--- src/rtl/hilo_divu.sv ---
// hilo_divu: multi-cycle unsigned divider (restoring, one bit per cycle) with
// its HI/LO register pair. DIVU puts the quotient in LO and the remainder in HI.
// MTHI/MTLO write HI/LO directly.
// Optional feature macro: DIVU_ZERO_SHORTCUT_EN. When it is defined, a DIVU with
// a zero divisor completes in one cycle and raises div_zero.
module hilo_divu (
  input  logic        clk,
  input  logic        rst,
  input  logic        req,
  input  logic [5:0]  Signal,
  input  logic [31:0] dataA,
  input  logic [31:0] dataB,
  output logic        busy,
  output logic        done,
  output logic        div_zero,
  output logic [31:0] HiOut,
  output logic [31:0] LoOut
);

  localparam logic [5:0] FN_DIVU = 6'b011011;
  localparam logic [5:0] FN_MTHI = 6'b010001;
  localparam logic [5:0] FN_MTLO = 6'b010011;

  typedef enum logic {IDLE, BUSY} state_t;

  state_t      state, state_n;
  logic [31:0] q, q_n;
  logic [31:0] rem, rem_n;
  logic [31:0] dvs, dvs_n;
  logic [31:0] hi, hi_n;
  logic [31:0] lo, lo_n;
  logic [4:0]  count, count_n;
  logic        done_r, done_n;
  logic        dz_r, dz_n;
  logic        zero_shortcut;

  logic [32:0] trial;
  logic [31:0] diff;
  logic        fits;
  logic [31:0] step_rem;
  logic [31:0] step_q;

`ifdef DIVU_ZERO_SHORTCUT_EN
  assign zero_shortcut = (dataB == '0);
`else
  assign zero_shortcut = 1'b0;
`endif

  // One restoring-division step. The remainder is always below the divisor,
  // so the difference fits in 32 bits whenever the trial value fits.
  always_comb begin
    trial    = {rem, q[31]};
    fits     = (trial >= {1'b0, dvs});
    diff     = trial[31:0] - dvs;
    step_rem = fits ? diff : trial[31:0];
    step_q   = {q[30:0], fits};
  end

  // Next-state and datapath control.
  always_comb begin
    state_n = state;
    q_n     = q;
    rem_n   = rem;
    dvs_n   = dvs;
    hi_n    = hi;
    lo_n    = lo;
    count_n = count;
    done_n  = 1'b0;
    dz_n    = 1'b0;
    case (state)
      IDLE: begin
        if (req) begin
          case (Signal)
            FN_DIVU: begin
              if (zero_shortcut) begin
                hi_n   = dataA;
                lo_n   = '1;
                done_n = 1'b1;
                dz_n   = 1'b1;
              end else begin
                q_n     = dataA;
                dvs_n   = dataB;
                rem_n   = '0;
                count_n = 5'd31;
                state_n = BUSY;
              end
            end
            FN_MTHI: hi_n = dataA;
            FN_MTLO: lo_n = dataA;
            default: ;
          endcase
        end
      end
      BUSY: begin
        rem_n   = step_rem;
        q_n     = step_q;
        count_n = count - 5'd1;
        if (count == 5'd0) begin
          hi_n    = step_rem;
          lo_n    = step_q;
          done_n  = 1'b1;
          count_n = '0;
          state_n = IDLE;
        end
      end
      default: state_n = IDLE;
    endcase
  end

  // State and datapath registers with synchronous active-low reset.
  always_ff @(posedge clk) begin
    if (!rst) begin
      state  <= IDLE;
      q      <= '0;
      rem    <= '0;
      dvs    <= '0;
      hi     <= '0;
      lo     <= '0;
      count  <= '0;
      done_r <= 1'b0;
      dz_r   <= 1'b0;
    end else begin
      state  <= state_n;
      q      <= q_n;
      rem    <= rem_n;
      dvs    <= dvs_n;
      hi     <= hi_n;
      lo     <= lo_n;
      count  <= count_n;
      done_r <= done_n;
      dz_r   <= dz_n;
    end
  end

  assign busy     = (state == BUSY);
  assign done     = done_r;
  assign div_zero = dz_r;
  assign HiOut    = hi;
  assign LoOut    = lo;

endmodule
--- config.mk ---
export PLATFORM = sky130hd
export DESIGN_NAME = hilo_divu
export DESIGN_NICKNAME = d
export VERILOG_FILES = /design/src/rtl/hilo_divu.sv
export SDC_FILE = /design/constraint.sdc
export NUM_CORES = 1
export LEC_CHECK = 0
export BUFFER_PORTS_ARGS = -buffer_cell sky130_fd_sc_hd__buf_2
export CORE_MARGIN = 1
export CORE_UTILIZATION = 30
export CTS_CLUSTER_DIAMETER = 120
export DETAILED_ROUTE_END_ITERATION = 7
export PLACE_DENSITY = 0.44
export SYNTH_ARGS = -nofsm -noshare
export SYNTH_HDL_FRONTEND = slang
export SYNTH_SLANG_ARGS = --single-unit
--- constraint.sdc ---
create_clock -name clk -period 7.65 [get_ports clk]
set_input_delay 1.53 -clock clk [delete_from_list [all_inputs] [get_ports clk]]
set_output_delay 1.53 -clock clk [all_outputs]
set_load 0.005 [all_outputs]
# After elaboration in Yosys (flattened, before gate mapping)
# Index checks and enable logic that the tools add are counted.
word_totals:
  reg_bits: 167
  input_bits: 73
  wordCells: 50
op_classes:
  add_sub_neg: 2
  magnitude_cmp: 1
  n_eq_ne: 8
  muxes: 25
  n_bitwise: 1
  n_reduce_logical: 5
op_table:
  columns: ["operator", "n"]
  rows:
  - ["$mux 32", 11]
  - ["$pmux 32 s2", 4]
  - ["$ge 33x32->1", 1]
  - ["$sub 32x32->32", 1]
  - ["$eq 6x5->1 const B", 3]
  - ["$mux 5", 3]
  - ["$pmux 5 s2", 1]
  - ["$reduce_and 3->1", 3]
  - ["$ne 2x1->1 const B", 4]
  - ["$logic_not 5->1", 1]
  - ["$sub 5x1->5 const B", 1]
  - ["$mux 1", 4]
  - ["$pmux 1 s2", 2]
  - ["$ne 2x2->1 const B", 1]
  - ["$reduce_and 2->1", 1]
  - ["$not 1->1", 1]

# Depth between registers and ports, before layout
# Gate-level depths: netlist (run 1).
logic_depth:
  depth_word: 4
  mapped_depth: 12

# Least setup slack after synthesis (run 1)
# Ideal clock, no wire load.
synth_path:
  path_kind: "input to register"
  start: "input port Signal[2]"
  end: "register lo[0] (netlist: LoOut[0])"
  setup_ps: 128
  arrival_ps: 3206
  t_required_ps: 7522
  setup_slack_ps: 4316
  stages: 6
  n_path_buf: 1
  path_cell_list: "nor4b_1 > nand2_1 > o31ai_2 > clkbuf_1 > mux2i_1 > nor2_1"
synth_via:
  elab_chain_len: 3
synth_lines:
  columns: ["item", "line", "rtl"]
  rows:
  - ["start: declaration", "10", "input logic [5:0] Signal,"]
  - ["$eq 6x5->1", "73", "case (Signal)"]
  - ["$ne 2x1->1 (no line)", null, null]
  - ["$reduce_and 3->1 (no line)", null, null]
  - ["end signal: assignment", "128", "lo <= lo_n;"]
  - ["end: declaration", "31", "logic [31:0] lo, lo_n;"]
# No other way between the ends.
# A chain may end at the register's enable or synchronous reset.

==> results of run 1 <==
==> cell type report <==
class / instances / area, um2 / share of cell area
repair buffers: 150 / 781 / 0.0752
well taps: 384 / 480 / 0.0463
flip-flops and latches: 167 / 3350 / 0.322
clock buffers: 18 / 429 / 0.0413
clock inverters: 14 / 133 / 0.0128
inverters: 43 / 163 / 0.0157
multi-input cells: 823 / 5050 / 0.487
==> metal layers <==
layer | GRT usage | vias up | wire length, um
met5 | 0 | - | 0
met4 | 0.0303 | 0 | 133
met3 | 0.0291 | 8 | 1110
met2 | 0.281 | 175 | 11900
met1 | 0.277 | 3775 | 14800
li1 | - | 4149 | -
==> registers in the layout, summed over array words and instances (netlist names) <==
name	count
dvs	32
q	32
count	5
LoOut	32
rem	32
HiOut	32
busy	1
done	1
==> worst max-delay path, stage by stage <==
cell      delay, ps
buf_2           680
clkinv_2        830
nor2_1          750
nand2_1         290
o221ai_1        260
==> Yosys cell counts, types with 5 or more instances <==
| cell type | number |
|---|---|
| nand2_1 | 185 |
| dfxtp_1 | 167 |
| a21oi_1 | 123 |
| nor2_1 | 105 |
| clkbuf_1 | 64 |
| mux2i_1 | 54 |
| inv_1 | 42 |
| o21ai_0 | 42 |
| ha_1 | 33 |
| a211oi_1 | 31 |
| a31oi_1 | 26 |
| o211ai_1 | 21 |
| a21o_1 | 18 |
| a311oi_1 | 15 |
| nand4_1 | 15 |
| xnor2_1 | 14 |
| mux2_2 | 12 |
| o21ai_1 | 12 |
| nand3_1 | 11 |
| xor2_1 | 11 |
| and2_1 | 10 |
| nor3_1 | 8 |
| buf_2 | 7 |
| o221ai_1 | 6 |
| a32oi_1 | 5 |
==> final timing paths <==
kind         startpoint        end  cells past startpoint
max                 rst   HiOut[3]                      5
min             dvs[19]    dvs[19]                      2
max reg2reg     rem[17]  HiOut[11]                      9
min reg2reg     dvs[19]    dvs[19]                      2
==> cells by family (layout without fill, tap and decap cells) <==
logic type / Yosys count / count (layout) / synth area share
other: 1 / 1 / 0.000422
buffers and inverters: 124 / 225 / 0.0576
muxes: 66 / 66 / 0.0760
and+or+nand+nor: 361 / 361 / 0.172
AOI/OAI and AO/OA: 336 / 336 / 0.245
DFF: 167 / 167 / 0.376
xor gates and xnor gates: 25 / 25 / 0.0246
adders and majority gates: 34 / 34 / 0.0487
==> power breakdown <==
| group | switching, mW | internal [mW] | leakage [nW] |
|---|---|---|---|
| Clock | 0.410 | 0.432 | 0.269 |
| Combinational | 0.0957 | 0.0553 | 2.82 |
| Sequential | 0.00504 | 0.875 | 1.35 |
==> per-stage QoR <==
step	utilization	area (um2)	setup WS [ps]	instances
floorplan	-	8890	4320	1114
global placement	0.340	9830	3150	1567
detailed placement	0.340	9830	3080	1567
CTS	0.359	10400	3520	1599
global route	0.359	10400	3340	1599
finish	0.359	10400	3630	1599
==> summary.txt, run 1 <==
Run status
  • Outcome: finished, final reports clean

STA
  • Fin crit period: 4020 ps
  • Peak Freq: 249 MHz
  • Clock skew: 14.6 ps
  • Worst Max-Slew Pin Slew: 925 ps
  • Endpoints failing setup: 0
  • RSZ-0062 raised after global routing: no
  • Fin. Hold Viols: 0
  • Max_slew headroom: 0.383
  • Fin crit share: 0.526
  • Final setup TNS: 0 ps
  • WHS: 455 ps
  • Final Max Tran Viols: 0

Floorplanning
  • Die W: 174 um
  • IO Pins: 140
  • Core area: 28900 um2
  • Die Y: 174 um
  • Initial Util: 0.307
  • Core Rows: 62
  • Die area: 30300 um2

Setup path
  • Critical path class: in2reg
  • Setup crit start kind: input port
  • Critical path required time: 7990 ps
  • Critical Path Fanout Max: 49
  • R2R Setup Slk: 3630 ps
  • Crit. End Element: register
  • Data arrival time of the critical path: 4370 ps

Clock network
  • Root buffer cell: clkbuf_16
  • Postcts setup bufs: 0
  • Clock buffer depth: 2
  • Post-CTS resize count: 0
  • Clk Latency, worst-skew pair: 430 ps
  • Clock buffer count from CTS: 17
  • Hold-fix buffers at CTS: 0
  • CTS HTree Levels: 4
  • Sink Count: 167
  • CTS clk-pin slew, worst paths: 70 ps
  • TritonCTS clock tree: done

Final layout
  • Fraction of layout cells with a size suffix above 1: 0.179
  • Layout Nets: 1309
  • P&R area growth vs syn: 16.8%
  • Commonest non-fill, non-tap cell in the layout: nand2_1
  • # diodes: 0
  • Most frequent cells in the layout: nand2_1 (184), dfxtp_1 (166), buf_2 (138), a21oi_1 (123), nor2_1 (104)
  • Fill count: 3103

Worst hold path
  • Worst Hold Class: reg2reg

Yosys
  • Syn_area_per_cell: 7.98 um2
  • Share of the yosys chip area belonging to registers: 0.376
  • Warnings, synthesis: 0
  • Synth area leaders: dfxtp_1 (38%), nand2_1 (7.8%), a21oi_1 (6.9%), mux2i_1 (6.1%), ha_1 (4.6%)
  • Cell variety after synth: 68
  • Synth top area share: 0.376
  • Cell taking the most area after synthesis: dfxtp_1
  • Ys flop type: dfxtp_1
  • Ys async rst share: 0
  • Cell Area, Synth: 8890 um2
  • Synthesized Nets: 1221
  • EDFF count, synth: 0
  • Synth Register Bits: 167
  • Synthesized netlist cell count: 1114

Drt
  • DR vias: 8107
  • WL per Instance: 17.5 um
  • Vias per Instance: 5.07
  • DRT antenna net count: 0
  • Initial DRT Pass Iterations: 5
  • DRC viols: 0
  • Total wire length: 27900 um
  • DR iter-0 viols: 574

Placed design
  • Final GP Congestion: 0.820
  • IO Port Bufs: 138
  • DP Wirelength: 20400 um

GRT
  • Initial antenna violation count: 0
  • Largest net degree at the start of global routing: 66
  • GRT Total Usage: 0.185
  • First-pass GRT wire length: 44500 um
  • Vias in the first global route: 7846
  • Global route overflow: 0

Run
  • Max cap viols: 0

Pwr
  • PwrDens: 180 nW/um2
  • Total power: 1.87 mW
  • Leakage: 4.43 nW
  • VDD IR-drop max: 152 uV
No activity file was read; power rests on OpenSTA's default activity.
==> run 2: changes to the inputs <==
--- a/config.mk
+++ b/config.mk
@@ -5,12 +5,13 @@
 export SDC_FILE = /design/constraint.sdc
 export NUM_CORES = 1
 export LEC_CHECK = 0
+export ABC_AREA = 1
 export BUFFER_PORTS_ARGS = -buffer_cell sky130_fd_sc_hd__buf_2
 export CORE_MARGIN = 1
 export CORE_UTILIZATION = 30
 export CTS_CLUSTER_DIAMETER = 120
 export DETAILED_ROUTE_END_ITERATION = 7
-export PLACE_DENSITY = 0.44
+export PLACE_DENSITY = 0.43
 export SYNTH_ARGS = -nofsm -noshare
 export SYNTH_HDL_FRONTEND = slang
 export SYNTH_SLANG_ARGS = --single-unit
==> constraint.sdc (replaced) <==
create_clock -name clk -period 3.8 [get_ports clk]
set_input_delay 0.76 -clock clk [delete_from_list [all_inputs] [get_ports clk]]
set_output_delay 0.76 -clock clk [all_outputs]
set_load 0.005 [all_outputs]
==> run 2 against run 1 <==
  * Non-clock buffer count is 1 higher
  * Via count is 13% higher
  * Combinational power grew to 3.2 times the previous value
  * Hold slack better by 2.3 ps
  * Sequential share of layout area is 1.5 points lower
  * Worst setup slack lost 2500 ps
  * Sequential power increased by 100%
  * Utilization shrank 0.41 points
  * Area after synthesis is 5.2% higher
  * Synthesized cell count grew 24%
  * Critical path depth is 9 higher
  * Critical path type is now reg2reg
  * Critical endpoint is now rem[15]
  * Highest routed layer is now met5
==> summary.txt, run 2 <==
GRT
  • Initial antenna violation count: 1
  • Vias in the first global route: 8658
  • Global route overflow: 0
  • GRT Total Usage: 0.196
  • Largest net degree at the start of global routing: 88
  • First-pass GRT wire length: 48000 um

Floorplanning
  • Initial Util: 0.305
  • Core area: 30700 um2
  • Core Rows: 64
  • Die W: 179 um
  • Die Y: 179 um
  • Die area: 31900 um2
  • IO Pins: 140

Yosys
  • Synthesized Nets: 1489
  • Compound-cell area share of the yosys netlist: 0.196
  • Syn_area_per_cell: 6.77 um2
  • Cell Area, Synth: 9360 um2
  • Top cells by instance count after synthesis: nand2_1 (388), inv_1 (171), dfxtp_1 (167)
  • Simple-gate share of the synthesized area: 0.281
  • Cell taking the most area after synthesis: dfxtp_1
  • Synth area leaders: dfxtp_1 (36%), nand2_1 (16%), a21oi_1 (7.9%), o21ai_0 (6.9%), inv_1 (6.9%)
  • Warnings, synthesis: 0
  • Synth top area share: 0.357
  • Ys async rst share: 0
  • Synthesized netlist cell count: 1382
  • XOR/XNOR Fraction of Synth Area: 0.0150
  • Ys flop type: dfxtp_1
  • Synth Register Bits: 167
  • Share of the yosys chip area belonging to registers: 0.357
  • Largest family of logic cells by synthesized area: simple AND/OR/NAND/NOR gates
  • Adder-Cell Fraction of Synth Area: 0.0463
  • EDFF count, synth: 0
  • Cell with the most instances after synthesis: nand2_1
  • Post-synthesis mux area share: 0
  • Cell variety after synth: 36

Clock network
  • Clock buffer depth: 2
  • Clk Latency, worst-skew pair: 440 ps
  • Post-CTS resize count: 0
  • CTS HTree Levels: 4
  • Clock buffer count from CTS: 17
  • Sink Count: 167
  • Hold-fix buffers at CTS: 0
  • CTS clk-pin slew, worst paths: 70 ps
  • Postcts setup bufs: 0
  • TritonCTS clock tree: done
  • Root buffer cell: clkbuf_16

STA
  • Peak Freq: 372 MHz
  • RSZ-0062 raised after global routing: no
  • Worst Max-Slew Pin Slew: 1190 ps
  • Fin crit share: 0.708
  • Max_slew headroom: 0.202
  • Fin. Hold Viols: 0
  • Clock skew: 10.7 ps
  • Final Max Tran Viols: 0
  • Fin crit period: 2690 ps
  • Endpoints failing setup: 0
  • Final setup TNS: 0 ps

Setup path
  • CP Cell Sequence: inv_1, ha_1, nand2_1, nor2_1, nand2_1, nor2_1, nand2_1, nor2_2, nor2_4, nand2_2, buf_4, nand2_1, nand3_1, a21oi_1
  • Crit path max-delay family: simple AND/OR/NAND/NOR gates
  • Worst path max stage delay: 360 ps
  • Crit path buffers/inverters: 2
  • Critical path required time: 4100 ps
  • Top cell by count, worst path: nand2_1
  • Setup crit start kind: register
  • R2R cell count: 14
  • Crit. End Element: register
  • RR Startpoint: dvs[6]
  • Data arrival time of the critical path: 2990 ps
  • CP max stage cell: ha_1
  • RR Endpoint: rem[15]
  • R2R Setup Slk: 1110 ps
  • Critical path class: reg2reg
  • Critical Path Fanout Max: 24

Pwr
  • VDD IR-drop max: 322 uV
  • PwrDens: 363 nW/um2
  • Sw Ratio: 0.288
  • Leakage: 5.48 nW
  • Internal power: 2.81 mW
  • Seq pwr share: 0.448
  • Clock power share: 0.430
  • Net Switching: 1.14 mW
  • Comb pwr share: 0.121

Worst hold path
  • Hold depth: 2
  • Worst Hold Class: reg2reg
  • Hold Path Sink: dvs[16]
  • Min-delay src: dvs[16]

Drt
  • Met3 wire len: 1340 um
  • Metal1 wirelength: 15800 um
  • Total wire length: 30200 um
  • DR vias: 9128
  • Initial DRT Pass Iterations: 5
  • WL met2: 12800 um
  • DR iter-0 viols: 632
  • Top layer in use: met5
  • DRC viols: 0
  • DRT antenna net count: 0
  • Vias per Instance: 4.83
  • WL per Instance: 16.0 um

Placed design
  • Final GP Congestion: 0.853
  • DP Wirelength: 22800 um
  • Dpl cell area: 10300 um2
  • Dpl cells: 1858
  • IO Port Bufs: 138

Final layout
  • # diodes: 0
  • Post-route insts no fill: 1890
  • Util after Layout: 0.355
  • P&R area growth vs syn: 16.3%
  • Fraction of layout cells with a size suffix above 1: 0.153
  • Commonest non-fill, non-tap cell in the layout: nand2_1
  • Most frequent cells in the layout: nand2_1 (386), inv_1 (169), dfxtp_1 (166), a21oi_1 (148), buf_2 (137)
  • Layout Nets: 1588
  • Final Cell Area: 10900 um2

Run
  • Max cap viols: 0

Run status
  • Outcome: finished, final reports clean
==> run 2: changes by cell type after synthesis, moves of 15 or more <==
cell,previous run,this run
nand2_1,185,388
inv_1,42,171
o21ai_0,42,129
mux2i_1,54,0
nor2_1,105,51
nand3_1,11,61
a31oi_1,26,62
a211oi_1,31,0
a21oi_1,123,148
o211ai_1,21,1
clkbuf_1,64,45
a21o_1,18,0
a311oi_1,15,0
nand3b_1,2,17
==> run 2: worst max-delay path by stage <==
stage	from	to	slack (ps)	cells after the start
2_1_floorplan	Signal[4]	dvs[1]	1750	9
3_3_place_gp	Signal[5]	rem[27]	800	8
3_5_place_dp	Signal[5]	rem[5]	760	8
4_1_cts	dvs[26]	rem[0]	1070	14
5_1_grt	dvs[26]	rem[0]	870	14
6_report	dvs[6]	rem[15]	1110	14
==> run 2: metrics by stage <==
stage	hold WS, ps	total power [mW]	worst slack (ps)
floorplan	433	2.16	1750
global placement	446	2.30	803
detailed placement	454	2.30	757
CTS	464	4.01	1070
global route	476	4.15	867
finish	457	3.95	1110
==> run 2: logic make-up (layout without fill, tap and decap cells) <==
kind of cell             Yosys count  in the layout
flip-flops                       167            167
buffers and inverters            244            356
other                              1              1
adder cells (fa/ha/maj)           34             34
AND/OR/NAND/NOR                  574            574
XOR/XNOR                          16             16
AO/OA/AOI/OAI                    346            346
==> run 2: layout make-up <==
| class | instances | area (um2) |
|---|---|---|
| inverters | 173 | 649 |
| clock buffers | 19 | 453 |
| fillers | 3455 | 19800 |
| clock inverters | 13 | 109 |
| repair buffers | 151 | 791 |
| multi-input cells | 971 | 5040 |
| flip-flops and latches | 167 | 3340 |
| well taps | 396 | 495 |
==> run 2: power groups by stage <==
stage	Clock, mW	Sequential (mW)	Combinational (mW)
4_1_cts	1.75	1.77	0.489
5_1_grt	1.83	1.77	0.540
2_1_floorplan	0	1.81	0.345
3_3_place_gp	0	1.81	0.486
3_5_place_dp	0	1.81	0.488
6_report	1.70	1.77	0.479
==> run 2: metal layers <==
layer | GRT usage | up-vias
met5 | 0 | -
met4 | 0.0424 | 2
met3 | 0.0294 | 19
met2 | 0.297 | 211
met1 | 0.290 | 4155
li1 | - | 4741
==> run 2: tightest hold or removal path, cell delays in order, from the launching register on <==
cell and delay (ps):
dfxtp_1 300, inv_1 60, a21oi_1 50
